==> src/rtl/cword_assembler_if.sv <==
`default_nettype none
// ============================================================================
// Module      : cword_assembler_if
// Description : Field-set input handshake and ROM byte-write bus grouped for
//               the control word assembler. The slave modport is the assembler
//               view; the master modport is the producer/writer view.
//               rd_data exists only when CWORD_VERIFY_EN is defined.
// Revision    : 1.0 - initial release
// ============================================================================
interface cword_assembler_if #(
  parameter int ADDR_W = 12
);
  // producer side
  logic              in_valid;
  logic              in_ready;
  logic [ADDR_W-1:0] in_addr;
  logic [3:0]        outctl;
  logic [3:0]        loadctl;
  logic [1:0]        alu_arg_l;
  logic [2:0]        alu_arg_r;
  logic              alu_alt;
  logic              alu_calcfn;
  logic              alu_cin;
  logic [2:0]        addroutctl;
  logic [2:0]        addrloadctl;
  logic              stack_inc;
  logic              stack_dec;
  logic              step_resetn;
  logic              step_extn;
  logic              clk_halt;
  logic              clk_brk;
  logic              acalc_signed;
  // ROM writer side
  logic              wr_en;
  logic              wr_ack;
  logic [1:0]        wr_rom_sel;
  logic [ADDR_W-1:0] wr_addr;
  logic [7:0]        wr_data;
`ifdef CWORD_VERIFY_EN
  logic [7:0]        rd_data;
`endif

  modport slave (
`ifdef CWORD_VERIFY_EN
    input  rd_data,
`endif
    input  in_valid, in_addr, outctl, loadctl, alu_arg_l, alu_arg_r,
           alu_alt, alu_calcfn, alu_cin, addroutctl, addrloadctl,
           stack_inc, stack_dec, step_resetn, step_extn, clk_halt,
           clk_brk, acalc_signed, wr_ack,
    output in_ready, wr_en, wr_rom_sel, wr_addr, wr_data
  );

  modport master (
`ifdef CWORD_VERIFY_EN
    output rd_data,
`endif
    output in_valid, in_addr, outctl, loadctl, alu_arg_l, alu_arg_r,
           alu_alt, alu_calcfn, alu_cin, addroutctl, addrloadctl,
           stack_inc, stack_dec, step_resetn, step_extn, clk_halt,
           clk_brk, acalc_signed, wr_ack,
    input  in_ready, wr_en, wr_rom_sel, wr_addr, wr_data
  );
endinterface
`default_nettype wire

==> src/rtl/cword_assembler.sv <==
`default_nettype none
// ============================================================================
// Module      : cword_assembler
// Description : Packs microcode fields into a 32-bit control word and writes
//               it as four bytes (ROM0 main bus, ROM1 ALU, ROM2 address bus,
//               ROM3 misc) over a wr_en/wr_ack handshake.
//               Optional readback verification: define CWORD_VERIFY_EN to add
//               a CHK cycle after every acked byte comparing rd_data.
// Revision    : 1.0 - initial release
// ============================================================================
module cword_assembler #(
  parameter int ADDR_W = 12
) (
  input  logic                 clk,
  input  logic                 rst_n,
  cword_assembler_if.slave     bus,
  output logic [31:0]          cword_o,
  output logic                 done_o,
  output logic                 err_conflict_o
`ifdef CWORD_VERIFY_EN
  ,
  output logic                 verify_err_o
`endif
);

  typedef enum logic [3:0] {
    IDLE = 4'd0,
    WR0  = 4'd1,
    WR1  = 4'd2,
    WR2  = 4'd3,
    WR3  = 4'd4
`ifdef CWORD_VERIFY_EN
    ,
    CHK0 = 4'd5,
    CHK1 = 4'd6,
    CHK2 = 4'd7,
    CHK3 = 4'd8
`endif
  } state_t;

  state_t            state_q, state_d;
  logic              in_ready_q, in_ready_d;
  logic              wr_en_q, wr_en_d;
  logic [1:0]        rom_sel_q, rom_sel_d;
  logic [ADDR_W-1:0] wr_addr_q, wr_addr_d;
  logic [7:0]        wr_data_q, wr_data_d;
  logic [31:0]       cword_q, cword_d;
  logic              done_q, done_d;
  logic              err_conflict_q, err_conflict_d;
`ifdef CWORD_VERIFY_EN
  logic              verify_err_q, verify_err_d;
`endif

  logic [31:0]       w_packed;
  logic [1:0]        w_next_sel;
  logic              w_advance;

  // Field layout of the control word; the top three bits are reserved zero.
  assign w_packed = {3'b000,
                     bus.acalc_signed, bus.clk_brk, bus.clk_halt,
                     bus.step_extn, bus.step_resetn,
                     bus.stack_dec, bus.stack_inc,
                     bus.addrloadctl, bus.addroutctl,
                     bus.alu_cin, bus.alu_calcfn, bus.alu_alt,
                     bus.alu_arg_r, bus.alu_arg_l,
                     bus.loadctl, bus.outctl};

  assign w_next_sel = rom_sel_q + 2'd1;

  function automatic state_t wr_of(input logic [1:0] sel);
    case (sel)
      2'd1:    return WR1;
      2'd2:    return WR2;
      2'd3:    return WR3;
      default: return WR0;
    endcase
  endfunction

`ifdef CWORD_VERIFY_EN
  function automatic state_t chk_of(input state_t s);
    case (s)
      WR0:     return CHK0;
      WR1:     return CHK1;
      WR2:     return CHK2;
      default: return CHK3;
    endcase
  endfunction
`endif

  // Next-state and output decode; w_advance marks a finished byte so the
  // step to the next byte (or to done) is shared by WR and CHK paths.
  always_comb begin
    state_d        = state_q;
    in_ready_d     = in_ready_q;
    wr_en_d        = wr_en_q;
    rom_sel_d      = rom_sel_q;
    wr_addr_d      = wr_addr_q;
    wr_data_d      = wr_data_q;
    cword_d        = cword_q;
    done_d         = 1'b0;
    err_conflict_d = 1'b0;
`ifdef CWORD_VERIFY_EN
    verify_err_d   = 1'b0;
`endif
    w_advance      = 1'b0;

    case (state_q)
      IDLE: begin
        in_ready_d = 1'b1;
        if (bus.in_valid && in_ready_q) begin
          if (bus.stack_inc && bus.stack_dec) begin
            // simultaneous push and pop is illegal microcode; drop it
            err_conflict_d = 1'b1;
          end else begin
            cword_d    = w_packed;
            wr_addr_d  = bus.in_addr;
            rom_sel_d  = 2'd0;
            wr_data_d  = w_packed[7:0];
            wr_en_d    = 1'b1;
            in_ready_d = 1'b0;
            state_d    = WR0;
          end
        end
      end
      WR0, WR1, WR2, WR3: begin
        if (bus.wr_ack) begin
`ifdef CWORD_VERIFY_EN
          wr_en_d = 1'b0;
          state_d = chk_of(state_q);
`else
          w_advance = 1'b1;
`endif
        end
      end
`ifdef CWORD_VERIFY_EN
      CHK0, CHK1, CHK2, CHK3: begin
        if (bus.rd_data == wr_data_q) begin
          w_advance = 1'b1;
        end else begin
          verify_err_d = 1'b1;
          in_ready_d   = 1'b1;
          state_d      = IDLE;
        end
      end
`endif
      default: begin
        wr_en_d    = 1'b0;
        in_ready_d = 1'b1;
        state_d    = IDLE;
      end
    endcase

    if (w_advance) begin
      if (rom_sel_q == 2'd3) begin
        wr_en_d    = 1'b0;
        done_d     = 1'b1;
        in_ready_d = 1'b1;
        state_d    = IDLE;
      end else begin
        rom_sel_d = w_next_sel;
        wr_data_d = cword_q[{w_next_sel, 3'b000} +: 8];
        wr_en_d   = 1'b1;
        state_d   = wr_of(w_next_sel);
      end
    end
  end

  // State and output registers; reset aborts any transfer immediately.
  always_ff @(posedge clk or negedge rst_n) begin
    if (!rst_n) begin
      state_q        <= IDLE;
      in_ready_q     <= 1'b1;
      wr_en_q        <= 1'b0;
      rom_sel_q      <= 2'd0;
      wr_addr_q      <= '0;
      wr_data_q      <= 8'h00;
      cword_q        <= 32'h0;
      done_q         <= 1'b0;
      err_conflict_q <= 1'b0;
`ifdef CWORD_VERIFY_EN
      verify_err_q   <= 1'b0;
`endif
    end else begin
      state_q        <= state_d;
      in_ready_q     <= in_ready_d;
      wr_en_q        <= wr_en_d;
      rom_sel_q      <= rom_sel_d;
      wr_addr_q      <= wr_addr_d;
      wr_data_q      <= wr_data_d;
      cword_q        <= cword_d;
      done_q         <= done_d;
      err_conflict_q <= err_conflict_d;
`ifdef CWORD_VERIFY_EN
      verify_err_q   <= verify_err_d;
`endif
    end
  end

  assign bus.in_ready   = in_ready_q;
  assign bus.wr_en      = wr_en_q;
  assign bus.wr_rom_sel = rom_sel_q;
  assign bus.wr_addr    = wr_addr_q;
  assign bus.wr_data    = wr_data_q;
  assign cword_o        = cword_q;
  assign done_o         = done_q;
  assign err_conflict_o = err_conflict_q;
`ifdef CWORD_VERIFY_EN
  assign verify_err_o   = verify_err_q;
`endif

endmodule
`default_nettype wire

==> src/flat_wrapper.sv <==
// flat-port wrapper written by rule: the top's interface ports become plain ports
module cword_assembler_flat 
#(
  parameter int ADDR_W = 12
)
  (clk, rst_n, cword_o, done_o, err_conflict_o, bus_in_valid, bus_in_addr, bus_outctl, bus_loadctl, bus_alu_arg_l, bus_alu_arg_r, bus_alu_alt, bus_alu_calcfn, bus_alu_cin, bus_addroutctl, bus_addrloadctl, bus_stack_inc, bus_stack_dec, bus_step_resetn, bus_step_extn, bus_clk_halt, bus_clk_brk, bus_acalc_signed, bus_wr_ack, bus_in_ready, bus_wr_en, bus_wr_rom_sel, bus_wr_addr, bus_wr_data);
  cword_assembler_if #(.ADDR_W(ADDR_W)) bus_i ();
  input  logic clk;
  input  logic rst_n;
  output logic [31:0] cword_o;
  output logic done_o;
  output logic err_conflict_o;
  input wire logic [$bits(bus_i.in_valid)-1:0] bus_in_valid;
  input wire logic [$bits(bus_i.in_addr)-1:0] bus_in_addr;
  input wire logic [$bits(bus_i.outctl)-1:0] bus_outctl;
  input wire logic [$bits(bus_i.loadctl)-1:0] bus_loadctl;
  input wire logic [$bits(bus_i.alu_arg_l)-1:0] bus_alu_arg_l;
  input wire logic [$bits(bus_i.alu_arg_r)-1:0] bus_alu_arg_r;
  input wire logic [$bits(bus_i.alu_alt)-1:0] bus_alu_alt;
  input wire logic [$bits(bus_i.alu_calcfn)-1:0] bus_alu_calcfn;
  input wire logic [$bits(bus_i.alu_cin)-1:0] bus_alu_cin;
  input wire logic [$bits(bus_i.addroutctl)-1:0] bus_addroutctl;
  input wire logic [$bits(bus_i.addrloadctl)-1:0] bus_addrloadctl;
  input wire logic [$bits(bus_i.stack_inc)-1:0] bus_stack_inc;
  input wire logic [$bits(bus_i.stack_dec)-1:0] bus_stack_dec;
  input wire logic [$bits(bus_i.step_resetn)-1:0] bus_step_resetn;
  input wire logic [$bits(bus_i.step_extn)-1:0] bus_step_extn;
  input wire logic [$bits(bus_i.clk_halt)-1:0] bus_clk_halt;
  input wire logic [$bits(bus_i.clk_brk)-1:0] bus_clk_brk;
  input wire logic [$bits(bus_i.acalc_signed)-1:0] bus_acalc_signed;
  input wire logic [$bits(bus_i.wr_ack)-1:0] bus_wr_ack;
  output wire logic [$bits(bus_i.in_ready)-1:0] bus_in_ready;
  output wire logic [$bits(bus_i.wr_en)-1:0] bus_wr_en;
  output wire logic [$bits(bus_i.wr_rom_sel)-1:0] bus_wr_rom_sel;
  output wire logic [$bits(bus_i.wr_addr)-1:0] bus_wr_addr;
  output wire logic [$bits(bus_i.wr_data)-1:0] bus_wr_data;
  assign bus_i.in_valid = bus_in_valid;
  assign bus_i.in_addr = bus_in_addr;
  assign bus_i.outctl = bus_outctl;
  assign bus_i.loadctl = bus_loadctl;
  assign bus_i.alu_arg_l = bus_alu_arg_l;
  assign bus_i.alu_arg_r = bus_alu_arg_r;
  assign bus_i.alu_alt = bus_alu_alt;
  assign bus_i.alu_calcfn = bus_alu_calcfn;
  assign bus_i.alu_cin = bus_alu_cin;
  assign bus_i.addroutctl = bus_addroutctl;
  assign bus_i.addrloadctl = bus_addrloadctl;
  assign bus_i.stack_inc = bus_stack_inc;
  assign bus_i.stack_dec = bus_stack_dec;
  assign bus_i.step_resetn = bus_step_resetn;
  assign bus_i.step_extn = bus_step_extn;
  assign bus_i.clk_halt = bus_clk_halt;
  assign bus_i.clk_brk = bus_clk_brk;
  assign bus_i.acalc_signed = bus_acalc_signed;
  assign bus_i.wr_ack = bus_wr_ack;
  assign bus_in_ready = bus_i.in_ready;
  assign bus_wr_en = bus_i.wr_en;
  assign bus_wr_rom_sel = bus_i.wr_rom_sel;
  assign bus_wr_addr = bus_i.wr_addr;
  assign bus_wr_data = bus_i.wr_data;
  cword_assembler #(.ADDR_W(ADDR_W)) u_core (.clk(clk), .rst_n(rst_n), .bus(bus_i), .cword_o(cword_o), .done_o(done_o), .err_conflict_o(err_conflict_o));
endmodule
==> config.mk <==
export PLATFORM = sky130hd
export DESIGN_NAME = cword_assembler_flat
export DESIGN_NICKNAME = d
export VERILOG_FILES = /design/src/rtl/cword_assembler_if.sv /design/src/rtl/cword_assembler.sv /design/src/flat_wrapper.sv
export SDC_FILE = /design/constraint.sdc
export NUM_CORES = 1
export LEC_CHECK = 0
export CAP_MARGIN = 20
export CORE_UTILIZATION = 40
export CTS_BUF_LIST = sky130_fd_sc_hd__clkbuf_8
export DETAILED_ROUTE_END_ITERATION = 7
export PLACE_DENSITY = 0.79
export SKIP_CTS_REPAIR_TIMING = 1
export SLEW_MARGIN = 20
export SYNTH_ARGS = -nofsm -noshare
export SYNTH_HDL_FRONTEND = slang
export SYNTH_SLANG_ARGS = --single-unit
==> constraint.sdc <==
create_clock -name clk -period 4.58 [get_ports clk]
set_clock_uncertainty 0.2 [all_clocks]
set_input_delay 0.687 -clock clk [delete_from_list [all_inputs] [get_ports clk]]
set_output_delay 0.687 -clock clk [all_outputs]
set_load 0.05 [all_outputs]
---- Yosys cells after proc, flatten, opt, wreduce, memory -nomap -nowiden ----
Index checks and enable logic that the tools add are counted.
word-level totals
  bits of input ports ..................... 45
  bits in registers ....................... 59
  output and inout bits ................... 58
operators by class
  mux-type cells .......................... 32
  equal/unequal tests ..................... 11
  add/sub/neg operators ................... 1
  reductions and logical operators ........ 6
  bitwise logic cells ..................... 1
  shift operators ......................... 1
operator list
  kind                 count
  $mux 8               5
  $shiftx 32x6->8      1
  $mux 4               4
  $mux 1               14
  $mux 2               5
  $pmux 3 s3           1
  $eq 4x2->1 const B   2
  $pmux 4 s2           1
  $eq 2x2->1 const B   3
  $reduce_and 3->1     2
  $eq 4x1->1 const B   1
  $eq 4x3->1 const B   1
  $logic_not 4->1      1
  $pmux 1 s2           2
  $reduce_or 4->1      1
  $ne 3x1->1 const B   1
  $ne 3x2->1 const B   1
  $add 2x1->2 const B  1
  $eq 2x1->1 const B   1
  $logic_and 1x1->1    2
  $ne 2x1->1 const B   1
  $not 1->1            1

---- Depth between registers and ports, before layout ----
Gate-level depths: netlist of run 1.
  depth after elaboration ................. 6
  mapped depth ............................ 7

---- Worst setup path after synthesis of run 1 ----
Ideal clock, no wire load.
  path type ............................... register to register
  start ................................... register u_core.rom_sel_q[0], in the netlist u_core.bus.wr_rom_sel[0]
  end ..................................... register u_core.wr_data_q[5], in the netlist u_core.bus.wr_data[5]
  arrival time ............................ 2.183 ns
  data required time ...................... 4.249 ns
  clock period less this slack ............ 2.514 ns
  buffers on the path ..................... 2
  setup time .............................. 0.131 ns
  stages on the path, launching flop included .. 8
  setup slack ............................. 2.066 ns
  cell sequence ........................... dfrtp_1 > buf_4 > inv_1 > ha_1 > buf_2 > mux2_2 > a221oi_1 > a31oi_1
on the way
  word-level cells in the longest chain between the ends .. 4
  elaborated cells between the ends (all ways) .. 5
  those cells by class .................... add/sub (1); eq/ne (1); shift (1); mux (2)
ends and longest elaborated chain
  element                  RTL line                text
  from (decl)              cword_assembler.sv:44   logic [1:0] rom_sel_q, rom_sel_d;
  from (signal assigned)   cword_assembler.sv:187  rom_sel_q <= rom_sel_d;
  $add 2x1->2              cword_assembler.sv:68   assign w_next_sel = rom_sel_q + 2'd1;
  $shiftx 32x6->8          cword_assembler.sv:161  wr_data_d = cword_q[{w_next_sel, 3'b000} +: 8];
  $mux 8 (*)               cword_assembler.sv:154  if (rom_sel_q == 2'd3) begin
  $mux 8 (*)               cword_assembler.sv:153  if (w_advance) begin
  net u_core.wr_data_d[5]  cword_assembler.sv:46   logic [7:0] wr_data_q, wr_data_d;
  to (signal assigned)     cword_assembler.sv:189  wr_data_q <= wr_data_d;
  to (decl)                cword_assembler.sv:46
Mark *: on every way through the listed nets, which the timed path passes. The rest lies on a longest branch.
A chain may end at the register's enable or synchronous reset.

---- Final worst setup path of run 1 ----
  start ................................... register u_core.rom_sel_q[0], in the netlist u_core.bus.wr_rom_sel[0]
  end ..................................... output bus_wr_rom_sel[0]
RTL lines
  element    RTL line            text
  to (decl)  flat_wrapper.sv:34  output wire logic [$bits(bus_i.wr_rom_sel)-1:0] bus_wr_rom_sel;
No word-level cell between the ends.

==> run_results.csv, run 1 <==
group,metric,value,unit
floorplanning,start_util,42.19,%
timing,tightest_slew,932.5,ps
clocking,htreeDepth,3,
placed_design,dp_worst_setup_slack,1447,ps
route,via_per_inst,4.917,
route,drt_wl_total,6151,um
synth,synth_flop_cell,"dfrtp_1",
worst_hold_path,min_from,"u_core.bus.wr_addr[5]",
synth,synthArstFlopShare,100.0,%
critical_path,rr_worst_depth,5,
floorplanning,die_w,81.73,um
layout,drive_above_1_share,8.130,%
floorplanning,rows,28,
critical_path,regToRegEndpoint,"u_core.bus.wr_data[6]",
placed_design,io_buffers,99,
power_and_ir_drop,ir_worst_vdd,0.4867,mV
global_routing,grt_max_degree,59,
synth,syn_area,2542,um^2
synth,ys_types,30,
power_and_ir_drop,intPower,1654,uW
clocking,clock_latency,330,ps
power_and_ir_drop,pwr-share-comb,58.6,%
clocking,root_buffer,"clkbuf_8",
layout,nets,413,
global_routing,antenna_found_initial,0,
clocking,cts_buffer_depth,2,
critical_path,cp.arrival,2130,ps
critical_path,crit_chain,"clkdlybuf4s50_1",
floorplanning,die_area,6679,um^2
timing,fin_crit_sh,65.88,%
power_and_ir_drop,power_density,887.7,nW/um^2
critical_path,crit_buf_inv,1,
synth,syn_inst,268,
flow_run,cap_violations,0,
timing,fin_ws,1562,ps
critical_path,cpLargestDelayFamily,"buffers and inverters",
global_routing,grt-ovfl-total,0,
route,drtIter0Drc,127,
placed_design,hpwl,4121,um
timing,setup_total_negative_slack,0,ps
global_routing,grt_pass1_vias,2180,
layout,syn_to_final_growth,45.96,%
synth,yosys_warnings,0,
timing,finalHoldViolCount,0,
timing,max_slew_margin,37.61,%
clocking,cts.reportedPaths.clkPinSlew,60,ps
critical_path,worstReg2RegStart,"u_core.bus.wr_rom_sel[0]",
clocking,cts_buffers,9,
route,drc_errors,0,
placed_design,gp_congestion,0.7389,
power_and_ir_drop,p_leak,0.001759,uW
status,status,"finished, final reports clean",
synth,ys_ff_latch,58,
timing,max_freq,331.4,MHz
timing,finalSetupViolCount,0,
worst_hold_path,whs_endpoint,"u_core.bus.wr_addr[5]",
power_and_ir_drop,p_seq_share,29.2,%
synth,synth_seq_area_share,57.14,%
route,ant_nets,0,
timing,whs,271.5,ps
critical_path,cp_max_fo,16,
critical_path,end_kind,"primary output",
critical_path,crit_path_start_kind,"flop",
critical_path,critical_path_required,3690,ps
synth,post_synth.cell_area_avg,9.487,um^2
global_routing,grt_usage,20.29,%
worst_hold_path,holdPathStages,2,
power_and_ir_drop,power_switching,1641,uW
floorplanning,core,6026,um^2
route,via_count,2183,
power_and_ir_drop,p_clk_share,12.2,%
clocking,cts_tree,"built",
timing,period_minus_slack,3018,ps
timing,rsz0062_at_grt,"false",
synth,synth_edf_count,0,
global_routing,grt_pass1_wl,9922,um
critical_path,cpMaxStageDelayCell,"clkdlybuf4s50_1",
critical_path,max_stage_delay,940,ps
worst_hold_path,hp-class,"flop to flop",
critical_path,rrSetupSlack,1870,ps
power_and_ir_drop,sw_frac_of_total,49.80,%
floorplanning,fp.dieH,81.73,um
floorplanning,ios,103,
clocking,cts.sinks,58,
route,drt_pre_antenna_iters,4,
route,wire_per_inst,13.85,um
layout,diodes,0,
timing,slew_viol_final,0,
critical_path,critical_path_class,"flop to primary output",
-- worst max path at each step --
stage	slack, ps	start	cells after the start	to
CTS	1540	u_core.bus.wr_rom_sel[0]	1	bus_wr_rom_sel[0]
finish	1560	u_core.bus.wr_rom_sel[0]	1	bus_wr_rom_sel[0]
global route	1470	u_core.bus.wr_rom_sel[0]	1	bus_wr_rom_sel[0]
global placement	1570	bus_stack_inc	6	u_core.bus.wr_data[7]
detailed placement	1450	bus_stack_inc	6	u_core.bus.wr_data[7]
floorplan	2070	u_core.bus.wr_rom_sel[0]	7	u_core.bus.wr_data[5]
-- kinds of logic (layout without fill, tap and decap cells) --
kind of cell	Yosys count	after routing	share of synthesized area (%)
other cells	1	3	0.1475
fa+ha+maj	3	3	1.477
buf+inv	21	120	4.773
xor+xnor	1	1	0.3446
flops	58	58	57.14
compound gates	25	25	6.644
simple gates	151	151	23.72
mux	8	8	5.758
-- Yosys cell counts, types with 3 or more instances --
cell,n,area (um^2)
a21oi_1,4,20.02
a31oi_1,8,50.05
buf_2,7,35.03
buf_4,5,37.54
clkbuf_1,3,11.26
dfrtp_1,57,1426
ha_1,3,37.54
inv_1,4,15.01
mux2_2,3,33.78
mux4_2,5,112.6
nand2_1,128,480.5
nand3_1,4,20.02
nor2_1,10,37.54
o21ai_0,6,30.03
-- worst min-delay path: cells and delay by family, from the launching register on --
family	cells	cell delay (ps)
simple gates	2	100
flops	1	340
-- power by group through the flow --
| stage | registers (uW) | logic (uW) | clock network (uW) |
|---|---|---|---|
| 6_report | 960 | 1930 | 402 |
| 5_1_grt | 994 | 2060 | 441 |
| 4_1_cts | 961 | 1950 | 414 |
| 3_5_place_dp | 967 | 1940 | 0 |
| 3_3_place_gp | 958 | 1900 | 0 |
| 2_1_floorplan | 1680 | 601 | 0 |
-- final cells by class --
type / instances / area, um^2
Timing Repair Buffer: 101 / 1001
Sequential cell: 58 / 1453
Inverter: 4 / 15.01
Fill cell: 516 / 2315
Clock buffer: 11 / 151.4
Clock inverter: 4 / 18.77
Tap cell: 75 / 93.84
Multi-Input combinational cell: 191 / 978.4
-- metrics by stage --
step	total power, uW	instance area, um^2	std cells	util [%]
floorplan	2286	2550	270	-
global placement	2862	3541	429	58.76
detailed placement	2907	3541	429	58.76
CTS	3322	3711	444	61.59
global route	3493	3711	444	61.59
finish	3294	3711	444	61.59
-- per-layer routing --
| metal | vias up | GRT usage [%] | wire, um |
|---|---|---|---|
| met3 | 8 | 9.889 | 548 |
| met5 | - | 0 | 0 |
| met1 | 1029 | 23.06 | 2485 |
| met2 | 90 | 34.13 | 3065 |
| met4 | 0 | 4.912 | 51 |
| li1 | 1056 | - | - |
-- placed cells by master (no fill, tap or decap), drive strengths merged, types with 2 or more instances in the layout --
| cell type | count |
|---|---|
| nand2 | 128 |
| clkdlybuf4s50 | 98 |
| dfrtp | 57 |
| clkbuf | 11 |
| nor2 | 10 |
| a31oi | 8 |
| o21ai | 6 |
| inv | 5 |
| mux4 | 5 |
| nand3 | 4 |
| a21oi | 4 |
| mux2 | 3 |
| ha | 3 |
| conb | 3 |
| clkinv | 3 |
| a221oi | 3 |
| buf | 3 |
| and2 | 2 |
| nor3 | 2 |
| o22a | 2 |
-- flip-flops by register name, indices dropped and copies added (netlist names) --
| signal | count |
|---|---|
| u_core.state_q | 3 |
| u_core.bus.wr_en | 1 |
| u_core.bus.wr_rom_sel | 2 |
| u_core.cword_o | 29 |
| u_core.err_conflict_o | 1 |
| u_core.done_o | 1 |
| u_core.bus.wr_data | 8 |
| u_core.bus.in_ready | 1 |
| u_core.bus.wr_addr | 12 |
(Power assumes the default switching activity.)
==> run 2: changes to the inputs <==
--- a/config.mk
+++ b/config.mk
@@ -9,7 +9,7 @@
 export CORE_UTILIZATION = 40
 export CTS_BUF_LIST = sky130_fd_sc_hd__clkbuf_8
 export DETAILED_ROUTE_END_ITERATION = 7
-export PLACE_DENSITY = 0.79
+export PLACE_DENSITY = 0.82
 export SKIP_CTS_REPAIR_TIMING = 1
 export SLEW_MARGIN = 20
 export SYNTH_ARGS = -nofsm -noshare
==> constraint.sdc (replaced) <==
create_clock -name clk -period 2.59 [get_ports clk]
set_clock_uncertainty 0.2 [all_clocks]
set_input_delay 0.3885 -clock clk [delete_from_list [all_inputs] [get_ports clk]]
set_output_delay 0.3885 -clock clk [all_outputs]
set_load 0.05 [all_outputs]
==> run_results.csv, run 2 (same netlist as run 1, synthesis figures left out) <==
group,metric,value,unit
power_and_ir_drop,sw_frac_of_total,49.47,%
clocking,clock_latency,330,ps
clocking,cts.reportedPaths.clkPinSlew,60,ps
global_routing,grt-ovfl-total,0,
worst_hold_path,min_from,"u_core.bus.wr_addr[8]",
power_and_ir_drop,finalPower,5909,uW
critical_path,cp_max_fo,3,
timing,max_slew_margin,59.25,%
power_and_ir_drop,p_leak,0.001800,uW
layout,drive_above_1_share,9.574,%
placed_design,io_buffers,99,
critical_path,crit_chain,"clkdlybuf4s50_1",
power_and_ir_drop,ir_worst_vdd,0.7575,mV
critical_path,rr_worst_depth,4,
power_and_ir_drop,power_density,1561,nW/um^2
critical_path,crit_path_start_kind,"flop",
critical_path,critical_path_class,"flop to primary output",
critical_path,cpLargestDelayFamily,"buffers and inverters",
route,ant_nets,0,
layout,largest_reg_flops,29,
floorplanning,die_w,81.73,um
critical_path,cp-startpoint,"u_core.bus.in_ready",
timing,rsz0062_at_grt,"false",
placed_design,dp_worst_setup_slack,411.2,ps
timing,period_minus_slack,2261,ps
layout,diodes,0,
layout,final_core_util,62.81,%
timing,slew_viol_final,0,
global_routing,grt_pass1_vias,2206,
critical_path,cp.arrival,1670,ps
timing,tightest_slew,611.2,ps
route,drt_wl_total,6188,um
route,drt_pre_antenna_iters,6,
timing,finalHoldViolCount,0,
power_and_ir_drop,p_seq_share,28.1,%
critical_path,worstReg2RegStart,"u_core.bus.wr_rom_sel[1]",
layout,nFillCells,508,
power_and_ir_drop,intPower,2986,uW
route,drtIter0Drc,127,
clocking,cts_buffer_depth,2,
critical_path,cpMaxStageDelayCell,"clkdlybuf4s50_1",
floorplanning,core,6026,um^2
timing,finalSetupViolCount,0,
status,status,"finished, final reports clean",
layout,multi_input_area,978.4,um^2
route,wire_per_inst,13.72,um
layout,regArea,1453,um^2
layout,final_cell_mix,"127 x nand2_1, 97 x clkdlybuf4s50_1, 57 x dfrtp_1, 11 x clkbuf_8, 10 x nor2_1",
critical_path,max_stage_delay,800,ps
critical_path,critical_path_required,2000,ps
power_and_ir_drop,pwr-share-comb,59.7,%
worst_hold_path,hp-class,"flop to flop",
floorplanning,rows,28,
global_routing,antenna_found_initial,0,
clocking,cts_tree,"built",
global_routing,grt_usage,21.22,%
layout,syn_to_final_growth,48.87,%
floorplanning,fp.dieH,81.73,um
clocking,cts_buffers,9,
flow_run,cap_violations,0,
placed_design,gp_congestion,0.7605,
global_routing,grt_max_degree,43,
floorplanning,start_util,42.19,%
floorplanning,die_area,6679,um^2
timing,max_freq,442.4,MHz
clocking,htreeDepth,3,
critical_path,cp.depth,1,
clocking,root_buffer,"clkbuf_8",
timing,fin_crit_sh,87.28,%
global_routing,grt_pass1_wl,10570,um
placed_design,hpwl,4283,um
route,drc_errors,0,
critical_path,crit_buf_inv,1,
floorplanning,ios,103,
critical_path,end_kind,"primary output",
layout,layout_commonest_cell,"nand2_1",
power_and_ir_drop,power_switching,2923,uW
timing,fin_ws,329.4,ps
power_and_ir_drop,p_clk_share,12.2,%
timing,setup_total_negative_slack,0,ps
route,via_per_inst,4.911,
layout,nets,419,
clocking,cts.sinks,58,
worst_hold_path,holdPathStages,2,
route,via_count,2215,
==> run 2: power by group through the flow <==
| stage | Combinational [uW] | Clock, uW | Sequential, uW |
|---|---|---|---|
| floorplan | 1060 | 0 | 2980 |
| global placement | 3480 | 0 | 1650 |
| detailed placement | 3540 | 0 | 1660 |
| CTS | 3550 | 745 | 1660 |
| global route | 3790 | 791 | 1710 |
| finish | 3530 | 720 | 1660 |
==> run 2: metal layers <==
layer,routed length [um],track usage (%),vias up
met1,2637,27.19,1069
li1,-,-,1070
met2,3049,33.22,70
met4,49,6.316,0
met5,0,0,-
met3,451,8.111,6
==> run 2: stage by stage <==
stage,area [um^2],cells,hold WS [ps]
2_1_floorplan,2550,270,-107.1
3_3_place_gp,3601,434,230.2
3_5_place_dp,3601,434,240.0
4_1_cts,3775,450,-123.2
5_1_grt,3785,451,301.4
6_report,3785,451,271.1
==> run 2: path summary, 6_finish.rpt <==
path                                              end  slack [ps]
worst max-delay path                     bus_in_ready         330
worst min-delay path            u_core.bus.wr_addr[8]         270
worst max register to register  u_core.bus.wr_data[6]         540
worst min register to register  u_core.bus.wr_addr[8]         270
max in group asynchronous         u_core.bus.in_ready        1120
min in group asynchronous       u_core.bus.wr_addr[7]         420
==> run 2: layout make-up <==
cell class | count | area share, %
Timing Repair Buffer | 107 | 28.30
Clock buffer | 11 | 4.000
Inverter | 4 | 0.3967
Clock inverter | 5 | 0.5950
Sequential cell | 58 | 38.38
Multi-Input combinational cell | 191 | 25.85
Tap cell | 75 | 2.479
==> run 2: worst min-delay path, cell delays in order (launching register included) <==
cell     delay (ps)
dfrtp_1         340
nand2_1          50
nand2_1          50
==> run 3: changes to the inputs <==
--- a/config.mk
+++ b/config.mk
@@ -11,6 +11,7 @@
 export DETAILED_ROUTE_END_ITERATION = 7
 export PLACE_DENSITY = 0.82
 export SKIP_CTS_REPAIR_TIMING = 1
+export SKIP_LAST_GASP = 1
 export SLEW_MARGIN = 20
 export SYNTH_ARGS = -nofsm -noshare
 export SYNTH_HDL_FRONTEND = slang
==> results of run 3 <==
Final layout, timing and power as in run 2 (identical DEF).
